## config.mk

```make
export PLATFORM = sky130hd
export DESIGN_NAME = trigger_sequencer_flat
export DESIGN_NICKNAME = d
export VERILOG_FILES = /design/src/rtl/trigger_sequencer_pkg.sv /design/src/rtl/trigger_sequencer_if.sv /design/src/rtl/trigger_sequencer_match.sv /design/src/rtl/trigger_sequencer.sv /design/src/flat_wrapper.sv
export SDC_FILE = /design/constraint.sdc
export NUM_CORES = 1
export LEC_CHECK = 0
export CAP_MARGIN = 0
export CORE_AREA = 2 2 352 354
export CTS_CLUSTER_DIAMETER = 80
export CTS_CLUSTER_SIZE = 20
export DETAILED_ROUTE_END_ITERATION = 6
export DIE_AREA = 0 0 354 356
export PLACE_DENSITY = 0.3
export SLEW_MARGIN = 20
export SYNTH_ARGS = -nofsm -noshare
export SYNTH_HDL_FRONTEND = slang
export SYNTH_SLANG_ARGS = --single-unit
```

## constraint.sdc

```tcl
create_clock -name clk -period 4.1 [get_ports clk]
set_clock_uncertainty 0.15 [all_clocks]
set_input_delay 0.615 -clock clk [delete_from_list [all_inputs] [get_ports clk]]
set_output_delay 0.615 -clock clk [all_outputs]
set_load 0.02 [all_outputs]
```

## src/rtl/trigger_sequencer_pkg.sv

```systemverilog
// Shared types and helpers for the multi-stage trigger sequencer.
package trigger_pkg;

    typedef enum logic [1:0] {
        IDLE  = 2'd0,
        ARMED = 2'd1,
        DELAY = 2'd2
    } state_t;

    // Software may program a last-stage index beyond the implemented channels.
    function automatic int clamp_stage(input int idx, input int last);
        return (idx > last) ? last : idx;
    endfunction

endpackage

```

## src/rtl/trigger_sequencer_if.sv

```systemverilog
// Sample stream feeding the trigger sequencer.
interface trigger_sequencer_if #(
    parameter int SDW = 32
);
    logic           sti_transfer;
    logic [SDW-1:0] sti_tdata;

    modport master (output sti_transfer, output sti_tdata);
    modport slave  (input  sti_transfer, input  sti_tdata);
endinterface

```

## src/rtl/trigger_sequencer_match.sv

```systemverilog
// Per-channel comparator: per-bit transition/level match, then AND/OR combine.
module trigger_match #(
    parameter int SDW = 32
) (
    input  logic [SDW-1:0] prv,
    input  logic [SDW-1:0] data,
    input  logic [SDW-1:0] cfg_or,
    input  logic [SDW-1:0] cfg_and,
    input  logic [SDW-1:0] cfg_0_0,
    input  logic [SDW-1:0] cfg_0_1,
    input  logic [SDW-1:0] cfg_1_0,
    input  logic [SDW-1:0] cfg_1_1,
    output logic           hit
);
    logic [SDW-1:0] cmp;

    assign cmp = (~prv & ~data & cfg_0_0) | (~prv &  data & cfg_0_1) |
                 ( prv & ~data & cfg_1_0) | ( prv &  data & cfg_1_1);

    // An empty AND mask must not turn into a vacuous always-hit.
    assign hit = ((&(cmp | ~cfg_and)) & (|cfg_and)) | (|(cmp & cfg_or));
endmodule

```

## src/rtl/trigger_sequencer.sv

```systemverilog
// Multi-stage trigger: per-channel comparators chained through a stage sequencer
// with occurrence counters and a post-trigger delay; emits a one-cycle event.
module trigger_sequencer
    import trigger_pkg::*;
#(
    parameter int SDW = 32,
    parameter int CHN = 4,
    parameter int CNW = 16,
    parameter int SIW = (CHN > 1) ? $clog2(CHN) : 1
) (
    input  logic               clk,
    input  logic               rst,
    input  logic [CHN*SDW-1:0] cfg_or,
    input  logic [CHN*SDW-1:0] cfg_and,
    input  logic [CHN*SDW-1:0] cfg_0_0,
    input  logic [CHN*SDW-1:0] cfg_0_1,
    input  logic [CHN*SDW-1:0] cfg_1_0,
    input  logic [CHN*SDW-1:0] cfg_1_1,
    input  logic [CHN*CNW-1:0] cfg_cnt,
    input  logic [SIW-1:0]     cfg_lst,
    input  logic [CNW-1:0]     cfg_dly,
    input  logic               ctl_arm,
    input  logic               ctl_abort,
    output logic               sts_armed,
    output logic [SIW-1:0]     sts_stage,
    output logic [CHN-1:0]     sts_hit,
    output logic               sts_evt,
    trigger_sequencer_if.slave sti
);
    localparam logic [1:0] ST_IDLE  = IDLE;
    localparam logic [1:0] ST_ARMED = ARMED;
    localparam logic [1:0] ST_DELAY = DELAY;

    logic [1:0]     state;
    logic [SDW-1:0] prv;
    logic [CNW-1:0] occ;
    logic [CNW-1:0] dly;
    logic [CHN-1:0] hit;
    logic [CNW-1:0] cnt_arr [CHN];
    logic [SIW-1:0] lst;
    logic [CNW-1:0] cnt_cur;

    for (genvar c = 0; c < CHN; c++) begin : g_ch
        trigger_match #(.SDW(SDW)) u_match (
            .prv     (prv),
            .data    (sti.sti_tdata),
            .cfg_or  (cfg_or [c*SDW +: SDW]),
            .cfg_and (cfg_and[c*SDW +: SDW]),
            .cfg_0_0 (cfg_0_0[c*SDW +: SDW]),
            .cfg_0_1 (cfg_0_1[c*SDW +: SDW]),
            .cfg_1_0 (cfg_1_0[c*SDW +: SDW]),
            .cfg_1_1 (cfg_1_1[c*SDW +: SDW]),
            .hit     (hit[c])
        );
        assign cnt_arr[c] = cfg_cnt[c*CNW +: CNW];
    end

    assign lst     = SIW'(clamp_stage(int'(cfg_lst), CHN - 1));
    assign cnt_cur = cnt_arr[sts_stage];

    // Comparators evaluate every transfer; only the current stage's hit advances.
    always_ff @(posedge clk) begin
        if (!rst) begin
            state     <= ST_IDLE;
            prv       <= '0;
            occ       <= '0;
            dly       <= '0;
            sts_armed <= 1'b0;
            sts_stage <= '0;
            sts_hit   <= '0;
            sts_evt   <= 1'b0;
        end else begin
            sts_evt <= 1'b0;
            if (sti.sti_transfer) begin
                prv     <= sti.sti_tdata;
                sts_hit <= hit;
            end

            if (ctl_abort) begin
                state     <= ST_IDLE;
                sts_armed <= 1'b0;
            end else if (ctl_arm) begin
                state     <= ST_ARMED;
                sts_armed <= 1'b1;
                sts_stage <= '0;
                occ       <= '0;
                dly       <= '0;
            end else if (sti.sti_transfer) begin
                case (state)
                    ST_ARMED: begin
                        if (hit[sts_stage]) begin
                            if (occ == cnt_cur) begin
                                occ <= '0;
                                if (sts_stage < lst) begin
                                    sts_stage <= sts_stage + SIW'(1);
                                end else if (cfg_dly != '0) begin
                                    state <= ST_DELAY;
                                    dly   <= '0;
                                end else begin
                                    state     <= ST_IDLE;
                                    sts_armed <= 1'b0;
                                    sts_evt   <= 1'b1;
                                end
                            end else begin
                                occ <= occ + CNW'(1);
                            end
                        end
                    end
                    ST_DELAY: begin
                        if ((dly + CNW'(1)) == cfg_dly) begin
                            state     <= ST_IDLE;
                            sts_armed <= 1'b0;
                            sts_evt   <= 1'b1;
                        end else begin
                            dly <= dly + CNW'(1);
                        end
                    end
                    default: ;
                endcase
            end
        end
    end
endmodule

```

## src/flat_wrapper.sv

```systemverilog
// flat-port wrapper written by rule: the top's interface ports become plain ports
module trigger_sequencer_flat import trigger_pkg::*;
#(
    parameter int SDW = 32,
    parameter int CHN = 4,
    parameter int CNW = 16,
    parameter int SIW = (CHN > 1) ? $clog2(CHN) : 1
)
  (clk, rst, cfg_or, cfg_and, cfg_0_0, cfg_0_1, cfg_1_0, cfg_1_1, cfg_cnt, cfg_lst, cfg_dly, ctl_arm, ctl_abort, sts_armed, sts_stage, sts_hit, sts_evt, sti_sti_transfer, sti_sti_tdata);
  trigger_sequencer_if #(.SDW(SDW)) sti_i ();
  input  logic clk;
  input  logic rst;
  input  logic [CHN*SDW-1:0] cfg_or;
  input  logic [CHN*SDW-1:0] cfg_and;
  input  logic [CHN*SDW-1:0] cfg_0_0;
  input  logic [CHN*SDW-1:0] cfg_0_1;
  input  logic [CHN*SDW-1:0] cfg_1_0;
  input  logic [CHN*SDW-1:0] cfg_1_1;
  input  logic [CHN*CNW-1:0] cfg_cnt;
  input  logic [SIW-1:0] cfg_lst;
  input  logic [CNW-1:0] cfg_dly;
  input  logic ctl_arm;
  input  logic ctl_abort;
  output logic sts_armed;
  output logic [SIW-1:0] sts_stage;
  output logic [CHN-1:0] sts_hit;
  output logic sts_evt;
  input wire logic [$bits(sti_i.sti_transfer)-1:0] sti_sti_transfer;
  input wire logic [$bits(sti_i.sti_tdata)-1:0] sti_sti_tdata;
  assign sti_i.sti_transfer = sti_sti_transfer;
  assign sti_i.sti_tdata = sti_sti_tdata;
  trigger_sequencer #(.SDW(SDW), .CHN(CHN), .CNW(CNW), .SIW(SIW)) u_core (.clk(clk), .rst(rst), .cfg_or(cfg_or), .cfg_and(cfg_and), .cfg_0_0(cfg_0_0), .cfg_0_1(cfg_0_1), .cfg_1_0(cfg_1_0), .cfg_1_1(cfg_1_1), .cfg_cnt(cfg_cnt), .cfg_lst(cfg_lst), .cfg_dly(cfg_dly), .ctl_arm(ctl_arm), .ctl_abort(ctl_abort), .sts_armed(sts_armed), .sts_stage(sts_stage), .sts_hit(sts_hit), .sts_evt(sts_evt), .sti(sti_i));
endmodule
```

======== Word-level counts from Yosys, hierarchy flattened ========
Cells that the tools add are included.
storage, ports and cells
  register bits ........................... 74
  output and inout bits ................... 8
  word-level logic and storage cells ...... 163
cells by class
  $add $sub $neg .......................... 3
  order comparisons ....................... 3
  equality and inequality tests ........... 15
  mux-type cells .......................... 46
  bitwise gates (word level) .............. 58
  reduce and logical (&&, ||, !) cells .... 29
operators by type and width
  cell                   number
  $and 32x32->32         24
  $or 32x32->32          16
  $reduce_or 32->1       8
  $mux 16                14
  $not 32->32            6
  $reduce_and 32->1      4
  $add 16x1->16 const B  2
  $bmux 16 s2            1
  $eq 16x16->1           2
  $pmux 16 s2            1
  $mux 2                 11
  $reduce_and 6->1       3
  $reduce_bool 16->1     1
  $mux 1                 15
  $ne 3x2->1 const B     4
  $reduce_bool 2->1      6
  $ne 3x3->1 const B     3
  $reduce_and 8->1       1
  $reduce_and 7->1       1
  $ne 2x1->1 const B     3
  $and 1x1->1            4
  $or 1x1->1             4
  $pmux 1 s2             2
  $pmux 2 s2             1
  15 further kinds       17

======== Longest topological paths before layout ========
  depth after elaboration ................. 16
  gate-level depth with buffers ........... 12
  gate-level depth less buffers ........... 10

======== By module ========
Synthesis repeated with hierarchy kept, for this count alone.
second synthesis, totals
  cell total of the unflattened synthesis .. 999
  area, all modules ....................... 9,892.0 um^2
by module, submodules not included
  module             times used  cells an instance  area an instance (um^2)  sequential area each (um^2)
  trigger_match      4           126                1,326.3                  0.0
  trigger_sequencer  1           495                4,586.9                  1,481.4

======== Least setup slack after synthesis ========
No wires, ideal clock.
  kind .................................... input port to flip-flop
  start point ............................. input port sti_sti_tdata[15]
  end point ............................... register u_core.occ[1]
  arrival ................................. 3.657 ns
  data required time ...................... 3.825 ns
  setup slack ............................. 0.168 ns
  stages on the path ...................... 12
  path buffers ............................ 3
  path through ............................ clkbuf_1 mux4_2 a22o_1 a311o_1 nor3_1 or3b_1 o32a_4 a32oi_4 buf_6 buf_12 mux2i_1 nor2_2
on the way
  longest elaborated chain between the ends .. 14
ends and longest elaborated chain
  item                            line                                                          text
  start: declaration              flat_wrapper.sv:29                                            input wire logic [$bits(sti_i.sti_tdata)-1:0] sti_sti_tdata;
  $not 32->32                     trigger_sequencer_match.sv:17, trigger_sequencer_match.sv:18
  $and 32x32->32 (2 in a row)     trigger_sequencer_match.sv:17                                 assign cmp = (~prv & ~data & cfg_0_0) | (~prv & data & cfg_0_1) |
  $or 32x32->32 (2 in a row)      trigger_sequencer_match.sv:17
  $or 32x32->32                   trigger_sequencer_match.sv:18                                 ( prv & ~data & cfg_1_0) | ( prv & data & cfg_1_1);
  $or 32x32->32                   trigger_sequencer_match.sv:21                                 assign hit = ((&(cmp | ~cfg_and)) & (|cfg_and)) | (|(cmp & cfg_or));
  $reduce_and 32->1               trigger_sequencer_match.sv:21
  $and 1x1->1                     trigger_sequencer_match.sv:21
  $or 1x1->1                      trigger_sequencer_match.sv:21
  $bmux 1 s2 *                    trigger_sequencer.sv:91                                       if (hit[sts_stage]) begin
  $mux 1 (implied by the code) *  trigger_sequencer.sv:91
  $reduce_bool 2->1 (no line) *   n/a
  $reduce_and 4->1 (no line) *    n/a
  end signal: assignment          trigger_sequencer.sv:105                                      occ <= occ + CNW'(1);
  end: declaration                trigger_sequencer.sv:36                                       logic [CNW-1:0] occ;
Every way passes the cells marked *; elsewhere a longest branch is shown, timed or not. The select of a mux whose other input is x is not followed.
A chain may end at the register's enable or synchronous reset.

======== Final worst setup path ========
  start point ............................. input port cfg_1_1[26]
  end point ............................... register u_core.occ[9]
on the way
  longest elaborated chain between the ends .. 10
ends and longest elaborated chain
  item                            line                           text
  start: declaration              flat_wrapper.sv:18             input logic [CHN*SDW-1:0] cfg_1_1;
  $and 32x32->32 *                trigger_sequencer_match.sv:18
  $or 32x32->32 *                 trigger_sequencer_match.sv:18
  $or 32x32->32                   trigger_sequencer_match.sv:21
  $reduce_and 32->1               trigger_sequencer_match.sv:21
  $and 1x1->1                     trigger_sequencer_match.sv:21
  $or 1x1->1 *                    trigger_sequencer_match.sv:21
  $bmux 1 s2 *                    trigger_sequencer.sv:91
  $mux 1 (implied by the code) *  trigger_sequencer.sv:91
  $reduce_bool 2->1 (no line) *   n/a
  $reduce_and 4->1 (no line) *    n/a
Marked as above.

==> flow_metrics.tcl <==
set metrics [dict create \
    clkSinkCount 74 \
    fillerInstances 13600 \
    numPortBuffers 894 \
    detailedPlacementHpwl_um 134000 \
    postSynth.asyncResetShare_pct 0 \
    worst_slack_ns -0.0255 \
    synth.net_count 2188 \
    worst-path-max-fanout 7 \
    cts.reportedPaths.clkPinSlew_ns 0.07 \
    global_route.usage.met1_pct 27.1 \
    power_per_cell_area_mw_per_mm2 178 \
    critPathKind "in -> reg" \
    std_cell_rows 129 \
    yosysUniqueCellTypes 71 \
    place.gp.congestion 0.938 \
    overall_die_area_mm2 0.126 \
    ys_warn_count 0 \
    critical_path.endpoint_type "flip-flop" \
    power_frac_seq_pct 17.6 \
    routed_wire_length_per_instance_um 36.0 \
    yosysSeqAreaShare_pct 13.1 \
    grt.total_usage_pct 22.3 \
    worst_slew_pin_slew_ns 1.01 \
    r2r_cells 11 \
    avgSynthCellArea_um2 8.74 \
    cts-htree-levels 3 \
    ys_ff_latch 74 \
    ctsRootBufferMaster "clkbuf_16" \
    max_cap_viol_count 0 \
    cts_buffers 9 \
    synth_flop_cell "dfxtp_1" \
    relSlewSlack_pct 32.5 \
    fp.dieH_um 356 \
    power.internal_mw 2.81 \
    tritoncts_clock_tree "done" \
    cellLeakagePower_nw 9.48 \
    total_switching_power_mw 1.73 \
    netlist_area_mm2 0.0113 \
    post-route-util_pct 20.8 \
    drive_above_1_share_pct 21.7 \
    grtUsageMet3_pct 4.80 \
    sw_frac_of_total_pct 38.1 \
    grt_antenna_before_repair 71 \
    syn-instance-count 1296 \
    worst_ep_arrival_time_ns 4.30 \
    floorplan.initialDensity_pct 9.23 \
    hold-path-cell-count 2 \
    areaGrowthSynthToFinish_pct 125 \
    finish.instance_area_mm2 0.0255 \
    power_frac_comb_pct 59.1 \
    regToRegSetupSlack_ns 0.08 \
    coreArea_mm2 0.123 \
    timing_hold_violations_final 0 \
    placedInstanceArea_mm2 0.0241 \
    num-nets-final 3294 \
    overflow 0 \
    grt.met2_usage_pct 39.8 \
    report.final.setup_viol 7 \
    place_worst_setup_slack_ns -1.87 \
    crit_path_start_kind "input pin" \
    highest_utilization_routing_layer_at_the_global_route_stage "met2" \
    mostFrequentLayoutCell "clkdlybuf4s50_1" \
    clockBufferDepth 2 \
    finalWirelength_um 146000 \
    first_pass_grt_wire_length_um 183000 \
    number_of_global_route_vias_before_repair 17600 \
    drt_iter0_drc 1121 \
    hold_path.class "reg -> reg" \
    status "finished, violations left" \
    ctsHoldBuffers 0 \
    worst-endpoint-required_ns 4.28 \
    timing.final.crit_share_pct 101 \
    floorplan.io_pins 895 \
    irDropWorstVdd_mv 0.189 \
    grt_max_degree 38 \
    route.vias.total 16800 \
    insertion_delay_ns 0.40 \
    die_width_um 354 \
    detail_route.drc_violations 0 \
    detail_route.first_pass.iterations 5 \
    slew_violations 0 \
    post-route-min-period_ns 4.13 \
    final_antenna_net_count 0 \
    failed_checks "setup timing" \
    fin_tns_setup_ns -0.119 \
    synth_enable_flop_cells 0 \
    share_clk_of_total_power_pct 23.3 \
    final_cell_mix "clkdlybuf4s50_1, buf_4, mux2i_1" \
    viasPerCell 4.14 \
    fmaxAchievable_mhz 242 \
]
sequential cells by signal, summed over array words and instances, names as in the netlist:
name	cells
u_core.sts_hit	4
u_core.sts_evt	1
u_core.prv	32
u_core.sts_armed	1
u_core.occ	16
u_core.sts_stage	2
u_core.state	2
u_core.dly	16
cell usage after synthesis, drive strengths merged, types with 9 or more instances:
library cell | count | area [um2]
a21oi | 29 | 145
a22oi | 18 | 135
a32oi | 14 | 141
buf | 43 | 240
clkbuf | 41 | 154
dfxtp | 74 | 1480
inv | 133 | 499
mux2i | 164 | 1640
mux4 | 116 | 2610
nand2 | 89 | 334
nand2b | 41 | 257
nand3 | 32 | 160
nand3b | 10 | 75.1
nand4 | 36 | 225
nor2 | 58 | 220
nor2b | 18 | 113
nor3 | 9 | 45.0
nor4 | 56 | 363
o211ai | 11 | 82.6
o21ai | 17 | 85.1
o22ai | 56 | 350
o31ai | 16 | 120
o32ai | 31 | 272
or4 | 19 | 143
xnor2 | 34 | 298
cells by family after synthesis:
logic type | synth area share, %
AO/OA/AOI/OAI | 17.6
XOR/XNOR | 3.25
AND/OR/NAND/NOR | 19.2
adder cells (fa/ha/maj) | 0.552
multiplexers | 38.4
flip-flops | 13.1
buffers and inverters | 7.89
worst max-delay path: stages:
cell and delay (ns):
clkdlybuf4s50_1 0.60, mux4_2 0.42, inv_2 0.05, a221o_1 0.28, or4_4 0.52, o211ai_1 0.37
a21boi_4 0.36, a32oi_4 0.24, buf_12 0.21, or4_1 0.47, a21oi_1 0.16
per-layer routing:
layer,vias to the layer above,wire (um),share of wire [%]
met1,8418,59900,41
li1,7372,-,-
met3,170,9440,6.4
met2,827,73300,50
met5,-,260,0.18
met4,40,3620,2.5
path summary, 6_finish.rpt:
kind                                         from                end
worst max-delay path                  cfg_1_1[26]      u_core.occ[9]
worst min-delay path            u_core.sts_hit[1]  u_core.sts_hit[1]
worst max register to register     u_core.prv[16]      u_core.occ[9]
worst min register to register  u_core.sts_hit[1]  u_core.sts_hit[1]
timing repair:
| action | 4_1_cts | 5_1_grt |
|---|---|---|
| gates resized for setup | 126 | 67 |
| pin swaps | 25 | 35 |
| hold endpoints to repair | 0 | 0 |
| gates cloned | 1 | 1 |
| buffers inserted | 31 | 10 |
| setup endpoints to repair | 39 | 36 |
stage by stage:
stage	cells	power, mW	hold slack, ns
finish	4063	4.54	0.349
global route	4052	4.72	0.377
global placement	3991	3.39	0.339
CTS	4036	4.59	0.353
floorplan	1296	1.48	0.313
detailed placement	3991	3.39	0.341
power by group through the flow:
stage / logic, mW / clock network, mW / registers, mW
6_report: 2.69 / 1.06 / 0.799
5_1_grt: 2.80 / 1.12 / 0.800
4_1_cts: 2.69 / 1.11 / 0.799
3_5_place_dp: 2.57 / 0 / 0.816
3_3_place_gp: 2.58 / 0 / 0.816
2_1_floorplan: 0.701 / 0 / 0.777
cell type report:
| cell class | instances | area [um2] | share of cell area [%] |
|---|---|---|---|
| repair buffers | 1179 | 11600 | 45.6 |
| multi-input cells | 1005 | 9460 | 37.1 |
| well taps | 1637 | 2050 | 8.02 |
| flip-flops and latches | 74 | 1490 | 5.82 |
| inverters | 133 | 499 | 1.96 |
| clock buffers | 10 | 229 | 0.897 |
| clock inverters | 6 | 113 | 0.441 |
| diodes | 19 | 47.5 | 0.186 |
Power figures use the tool's default switching activity.
